--- src/rtl/heater_sequencer.sv ---
// heater_sequencer: paces the heater control loop (sensor -> PID -> duty) and forces duty to zero on disable or fault
module heater_sequencer #(
  parameter int SAMPLE_PERIOD = 27000000,
  parameter int CONV_TIMEOUT = 24300000,
  parameter int PID_TIMEOUT = 1024,
  parameter int FAULT_LIMIT = 3,
  parameter logic signed [15:0] OVERTEMP = 16'sh05A0
) (
  input  logic        clk,
  input  logic        rst_n,
  input  logic        enable,
  output logic        conv_start,
  input  logic        temp_valid,
  input  logic [15:0] temperature,
  output logic [11:0] meas_out,
  output logic        pid_start,
  input  logic        pid_done,
  input  logic [11:0] pid_response,
  output logic [11:0] duty,
  output logic        duty_load,
  output logic        fault,
  output logic [1:0]  fault_code,
  input  logic        fault_clr,
  output logic        busy
);
  localparam int TMAX = CONV_TIMEOUT > PID_TIMEOUT ? CONV_TIMEOUT : PID_TIMEOUT;
  localparam int PW = $clog2(SAMPLE_PERIOD + 1);
  localparam int TW = $clog2(TMAX + 1);
  localparam int MW = $clog2(FAULT_LIMIT + 1);
  typedef enum logic [2:0] {S_IDLE, S_CONVERT, S_COMPUTE, S_APPLY, S_WAIT, S_FAULT} state_t;
  state_t state;
  logic [PW-1:0] per_cnt;
  logic [TW-1:0] tmr;
  logic [MW-1:0] miss;
  logic pend;
  logic tick, trip, lost, hang, flt, stop, go;
  logic [11:0] clip;
  assign tick = per_cnt == PW'(SAMPLE_PERIOD - 1);
  assign trip = state == S_CONVERT && temp_valid && $signed(temperature) >= OVERTEMP;
  assign lost = state == S_CONVERT && !temp_valid && tmr == TW'(CONV_TIMEOUT - 1) && miss == MW'(FAULT_LIMIT - 1);
  assign hang = state == S_COMPUTE && !pid_done && tmr == TW'(PID_TIMEOUT - 1);
  assign flt = trip | lost | hang;
  assign stop = !enable && state inside {S_CONVERT, S_COMPUTE, S_APPLY, S_WAIT} && !flt;
  assign go = enable && (state == S_IDLE || (state inside {S_APPLY, S_WAIT} && (pend || tick)));
  assign clip = temperature[15] ? 12'd0 : |temperature[14:12] ? 12'hFFF : temperature[11:0];
  always_ff @(posedge clk or negedge rst_n)
    if (!rst_n) begin
      state <= S_IDLE;
      per_cnt <= '0;
      tmr <= '0;
      miss <= '0;
      pend <= 1'b0;
      conv_start <= 1'b0;
      meas_out <= '0;
      pid_start <= 1'b0;
      duty <= '0;
      duty_load <= 1'b0;
      fault <= 1'b0;
      fault_code <= '0;
      busy <= 1'b0;
    end else begin
      conv_start <= 1'b0;
      pid_start <= 1'b0;
      duty_load <= 1'b0;
      per_cnt <= tick ? '0 : per_cnt + 1'b1;
      tmr <= tmr + 1'b1;
      if (tick && state inside {S_CONVERT, S_COMPUTE, S_APPLY}) pend <= 1'b1;
      if (flt) begin
        state <= S_FAULT;
        fault <= 1'b1;
        fault_code <= trip ? 2'b10 : lost ? 2'b01 : 2'b11;
        duty <= '0;
        duty_load <= 1'b1;
        busy <= 1'b0;
        pend <= 1'b0;
      end else if (stop) begin
        state <= S_IDLE;
        duty <= '0;
        duty_load <= 1'b1;
        busy <= 1'b0;
        pend <= 1'b0;
      end else if (go) begin
        state <= S_CONVERT;
        conv_start <= 1'b1;
        per_cnt <= '0;
        tmr <= '0;
        pend <= 1'b0;
        busy <= 1'b1;
      end else begin
        case (state)
          S_CONVERT:
            if (temp_valid) begin
              state <= S_COMPUTE;
              miss <= '0;
              meas_out <= clip;
              pid_start <= 1'b1;
              tmr <= '0;
            end else if (tmr == TW'(CONV_TIMEOUT - 1)) begin
              state <= S_WAIT;
              miss <= miss + 1'b1;
              duty <= '0;
              duty_load <= 1'b1;
              busy <= 1'b0;
            end
          S_COMPUTE:
            if (pid_done) begin
              state <= S_APPLY;
              duty <= pid_response;
              duty_load <= 1'b1;
              busy <= 1'b0;
            end
          S_APPLY: state <= S_WAIT;
          S_FAULT:
            if (fault_clr) begin
              state <= S_IDLE;
              fault <= 1'b0;
              fault_code <= '0;
              miss <= '0;
            end
          default: ;
        endcase
      end
    end
endmodule

--- config.mk ---
export PLATFORM = sky130hd
export DESIGN_NAME = heater_sequencer
export DESIGN_NICKNAME = d
export VERILOG_FILES = /design/src/rtl/heater_sequencer.sv
export SDC_FILE = /design/constraint.sdc
export NUM_CORES = 1
export LEC_CHECK = 0
export ABC_AREA = 1
export CORE_MARGIN = 2
export CORE_UTILIZATION = 55
export CTS_BUF_LIST = sky130_fd_sc_hd__clkbuf_4
export DETAILED_ROUTE_END_ITERATION = 10
export PLACE_DENSITY = 0.77
export SETUP_SLACK_MARGIN = 0.4
export SKIP_LAST_GASP = 1
export SYNTH_ARGS = -nofsm -noshare
export SYNTH_HDL_FRONTEND = slang
export SYNTH_SLANG_ARGS = --single-unit
--- constraint.sdc ---
create_clock -name clk -period 2.1 [get_ports clk]
set_input_delay 0.21 -clock clk [delete_from_list [all_inputs] [get_ports clk]]
set_output_delay 0.21 -clock clk [all_outputs]
set_load 0.005 [all_outputs]
* Yosys cells after proc, flatten, opt, wreduce, memory -nomap -nowiden
Cells that the tools add are included.
** Storage, ports and cells
- Flip-flop bits (word level) :: 87
- Input bits :: 34
- Output and inout bits :: 31
- Word-level logic and storage cells :: 147
** Cells by class
- Add/sub/neg operators :: 3
- Magnitude comparators :: 1
- Equal/unequal tests :: 22
- Muxes and demuxes :: 67
- Bitwise gates (word level) :: 5
- Reductions and logical operators :: 36
** Operators with widths (number)
- 25-bit 2-to-1 mux :: 9
- 12-bit 2-to-1 mux :: 8
- 25-bit by 1-bit adder with 25-bit output, second input constant :: 2
- 25-bit equality test, second input constant :: 2
- 1-bit 2-to-1 mux :: 29
- 25-bit by 10-bit equality test with 1-bit output, second input constant :: 1
- 12-bit case mux with 2 select lines :: 1
- 3-bit 2-to-1 mux :: 7
- 2-bit 2-to-1 mux :: 9
- 16-bit by 12-bit greater-or-equal comparator with 1-bit output, second input constant :: 1
- 5-bit inequality test, second input constant :: 3
- 1-bit logical AND :: 12
- 3-bit case mux with 4 select lines :: 1
- 4-bit AND reduction :: 3
- 4-bit nonzero test :: 3
- 5-bit AND reduction :: 2
- 4-bit inequality test, second input constant :: 2
- 2-bit nonzero test :: 4
- 7-bit nonzero test :: 1
- 3-bit by 2-bit equality test with 1-bit output, second input constant :: 2
- 3-bit equality test, second input constant :: 2
- 2-bit inequality test, second input constant :: 3
- 6-bit by 5-bit inequality test with 1-bit output, second input constant :: 1
- 6-bit AND reduction :: 1
- other kinds (17) :: 25

* Longest topological paths before layout
- Depth after elaboration :: 10
- Gate-level depth with buffers :: 14
- Mapped depth without buffers :: 13

* Worst setup path before layout
No wires, ideal clock.
- Path type :: register -> register
- Start :: reg tmr[0]
- End :: reg tmr[11]
- Library setup time :: 0.121 ns
- Data arrival time :: 1.668 ns
- Required time :: 1.979 ns
- Slack :: 0.311 ns
- Stages on the path, launching flop included :: 15
- Buffers on the path :: 1
- Period minus slack after synthesis :: 1.789 ns
- Cells stage by stage :: dfrtp_1 ha_1 nand2_1 nor2_1 nand2_2 nor2_1 nand3_1 nand2_1 inv_2 nand2_2 nor2_2 nand2_4 nand2_4 buf_6 nor2_2
** Between the ends
- Word-level cells in the longest chain between the ends :: 9
- Elaborated cells between the ends (all ways) :: 15
- Classes of those cells :: 1 x add/sub; 2 x eq/ne; 5 x mux; 2 x bitwise; 5 x reduce/logical
** Ends and longest elaborated chain
- from (decl) :: RTL line 33 : logic [TW-1:0] tmr;
- from (signal assigned) :: RTL line 66 : tmr <= tmr + 1'b1;
- branches (longest 8 deep; another with 25-bit by 1-bit adder with 25-bit output)
- 25-bit 2-to-1 mux (*) :: RTL line 68 : if (flt) begin
Every way passes the cells marked *.
A chain may end at the register's enable or synchronous reset.

* Worst setup path in the final report
- Start :: reg state[0]
- End :: reg state[2]
** Between the ends
- Word-level cells in the longest chain between the ends :: 10
- Elaborated cells between the ends (all ways) :: 32
- Classes of those cells :: 8 x eq/ne; 4 x mux; 2 x bitwise; 18 x reduce/logical
** Ends and longest elaborated chain
- from (decl) :: RTL line 31 : state_t state;
- from (signal assigned) :: RTL line 48 : state <= S_IDLE;
- from (signal assigned) :: RTL line 69 : state <= S_FAULT;
- from (signal assigned) :: RTL line 77 : state <= S_IDLE;
- 3-bit by 1-bit equality test with 1-bit output
- 1-bit logical AND (3 in a row) :: RTL line 40 : assign lost = state == S_CONVERT && !temp_valid && tmr == TW'(CONV_TIMEOUT - 1) && miss == MW'(FAULT_LIMIT - 1 ...
- 1-bit bitwise OR (2 in a row) :: RTL line 42 : assign flt = trip | lost | hang;
- 1-bit zero test :: RTL line 43 : assign stop = !enable && state inside {S_CONVERT, S_COMPUTE, S_APPLY, S_WAIT} && !flt;
- 1-bit logical AND :: RTL line 43
- 6-bit by 5-bit inequality test with 1-bit output (no source line) (tied with other cells)
- 4-bit AND reduction (no source line) or 3-bit 2-to-1 mux (tied branches)
Several ways; a longest one is shown, not always the timed one.

==> flow_summary_export.csv <==
group,metric,value,unit
setup_path,worst-path-max-fanout,15,
clocking,clk_latency,0.48,ns
setup_path,crit_path_end_kind,"register",
yosys,syn_area,0.004841,mm2
setup_path,arrival,2.46,ns
final_layout,fin_nets,827,
yosys,synth_cells,630,
hold_path,hold_path.class,"in2async",
global_routing,gr-usage-all-layers,27.25,%
setup_path,r2r_slack,0.04,ns
placed_design,io_buffers,64,
yosys,yosysUniqueCellTypes,33,
yosys,yosysMostFrequentCell,"nand2_1",
clocking,clk_path_buf_depth,2,
sta,fin_crit,2.055,ns
routing,viasPerCell,5.937,
sta,setup_slack,0.04456,ns
pwr,leakage,3.301,nW
placed_design,dp_slack,-0.01271,ns
job,max_cap_violations,0,
floorplan,die_area,0.009568,mm2
yosys,synth-edff-count,0,
floorplan,initial_core_util,56.06,%
yosys,synth-async-reset-ratio,100.0,%
sta,fmax,0.4865,GHz
placed_design,dpl.hpwl,7.973,mm
global_routing,antenna_found_initial,0,
sta,relSlewSlack,52.11,%
clocking,clkSlewWorstSetupHoldPaths,0.16,ns
status,status,"finished clean",
setup_path,critPathRequiredTime,2.51,ns
yosys,synthTopCellsByCount,"nand2_1, nor2_1, dfrtp_1",
yosys,synth_area_per_cell,7.684,um2
clocking,clock-sinks,87,
placed_design,gpl.final_weighted_congestion,0.9778,
global_routing,grt_max_degree,55,
setup_path,path_class,"reg2reg",
setup_path,r2r_cells,10,
sta,setup_viol,0,
yosys,synth_ff_type,"dfrtp_1",
floorplan,io_pins,65,
floorplan,core-area,0.008636,mm2
yosys,synth_top_cell_area_share,44.97,%
yosys,yosysSeqAreaShare,44.97,%
routing,dr_total_vias,5355,
final_layout,drive_gt1_share,36.27,%
sta,rsz0062_at_grt,"yes",
sta,drv_slew,0,
global_routing,gr-total-overflow,0,
pwr,ir_drop,0.0005892,V
clocking,tritoncts,"done",
yosys,synth-seq-cells,87,
clocking,htreeDepth,3,
routing,drt_iter0_markers,479,
final_layout,syn_to_final_growth,51.36,%
final_layout,diodes,0,
global_routing,grt_pass1_vias,4608,
setup_path,start_kind,"register",
routing,wl_per_cell,19.06,um
yosys,syn-num-nets,667,
routing,drtPass1Iterations,6,
routing,ant_nets,0,
floorplan,die_width,97.82,um
yosys,synth_top_area_cell,"dfrtp_1",
global_routing,grt_pass1_wl,21.13,mm
routing,drt_wl_total,17.20,mm
floorplan,num_rows,34,
clocking,cts-buffers-inserted,9,
floorplan,dieHeight,97.82,um
sta,finalCritPeriodShare,97.88,%
sta,hold_viol_final,0,
yosys,synth_area_leaders,"dfrtp_1, nand2_1, nor2_1",
sta,max_slew.worst_pin.slew,0.7184,ns
sta,clock_skew,0.03103,ns
pwr,powerDensity,966.9,mW/mm2
yosys,yosysWarnings,0,
sta,whs,0.3017,ns
clocking,clockRootBuffer,"clkbuf_4",
sta,tns,0,ns
routing,route.detailed.drc,0,
[where the power goes]
part | total (mW) | internal, mW | switching [mW]
Sequential | 2.30 | 2.00 | 0.308
Combinational | 3.66 | 1.72 | 1.94
Clock | 1.12 | 0.491 | 0.633
Total | 7.08 | 4.21 | 2.88
[flip-flops by register name, summed over array words and instances, names as in the netlist]
name / count
per_cnt: 25
fault_code: 2
miss: 2
conv_start: 1
duty_load: 1
meas_out: 12
busy: 1
duty: 12
pid_start: 1
state: 3
tmr: 25
pend: 1
fault: 1
[area by class of cell]
type / instances / area [um2]
Inverter: 77 / 311.5
Sequential cell: 87 / 2182
Tap cell: 108 / 135.1
Clock inverter: 5 / 83.83
Clock buffer: 10 / 75.07
Timing Repair Buffer: 159 / 1555
Multi-Input combinational cell: 456 / 2984
Fill cell: 432 / 1309
[cell usage in the layout, fill, tap and decap left out, types with 3 or more instances in the layout]
master,count
nand2_1,109
dfrtp_1,83
buf_4,71
inv_1,63
nor2_1,63
clkdlybuf4s50_1,63
nand3_1,40
nor2_2,39
nor2_4,26
xor2_1,25
o21ai_2,17
nand2_4,15
nand2_2,15
nand4_1,14
or2_2,13
buf_6,13
clkbuf_4,10
inv_2,9
nand3_2,9
nor3_1,8
nor4_1,8
xnor2_1,8
nand3_4,7
nor3_2,6
a21oi_1,5
buf_12,5
inv_4,4
nand2_8,4
o21ai_0,4
dfrtp_2,4
o21a_1,3
[cells by family (layout without fill, tap and decap cells)]
logic type                 count (synthesis)  after routing  synth area share, %
AOI/OAI and AO/OA                         36             36                4.859
xor gates and xnor gates                  33             33                5.971
adders and majority gates                  3              3               0.7755
buffers and inverters                     90            251                7.883
DFF                                       87             87                44.97
and+or+nand+nor                          381            384                35.54
[metal layers]
metal  wire, um  track usage, %  part of all wire, %  vias up
met1       6160           35.01                   36     2549
met5          0               0                    0        -
li1           -               -                    -     2326
met4       1122           12.50                  6.5        0
met3       1326           3.937                  7.7      123
met2       8585           45.94                   50      357
[metrics by stage]
step	utilization (%)	cell area, um2	power [mW]	instances
after global placement	65.91	5692	4.175	804
after CTS	74.54	6437	6.028	856
final	84.85	7327	7.084	902
after detailed placement	65.91	5692	4.246	804
after floorplan	-	4895	3.510	630
after global routing	84.85	7327	7.361	902
[repair_timing]
item,in CTS,in global routing
pin swaps,23,51
setup endpoints to repair,86,87
gates cloned,4,3
setup buffers,32,43
hold buffers,1,0
endpoints found under the hold margin,53,0
gates resized for setup,64,140
[critical path: stages (launching register included)]
cell      delay [ns]
dfrtp_1         0.47
inv_2           0.12
nand2_1         0.16
nor2_1          0.08
o21ai_2         0.27
buf_4           0.29
o21ai_0         0.13
nand3b_1        0.17
nand2_1         0.10
nand2_1         0.11
nand2_1         0.10
[worst paths after layout]
check                                 start           to
min in group clk           pid_response[10]     duty[10]
max in group asynchronous             rst_n     state[1]
hold reg to reg                     duty[8]      duty[8]
setup reg to reg                   state[0]     state[2]
setup / recovery                   state[0]     state[2]
hold / removal                        rst_n  per_cnt[24]
No activity file was read; power rests on OpenSTA's default activity.
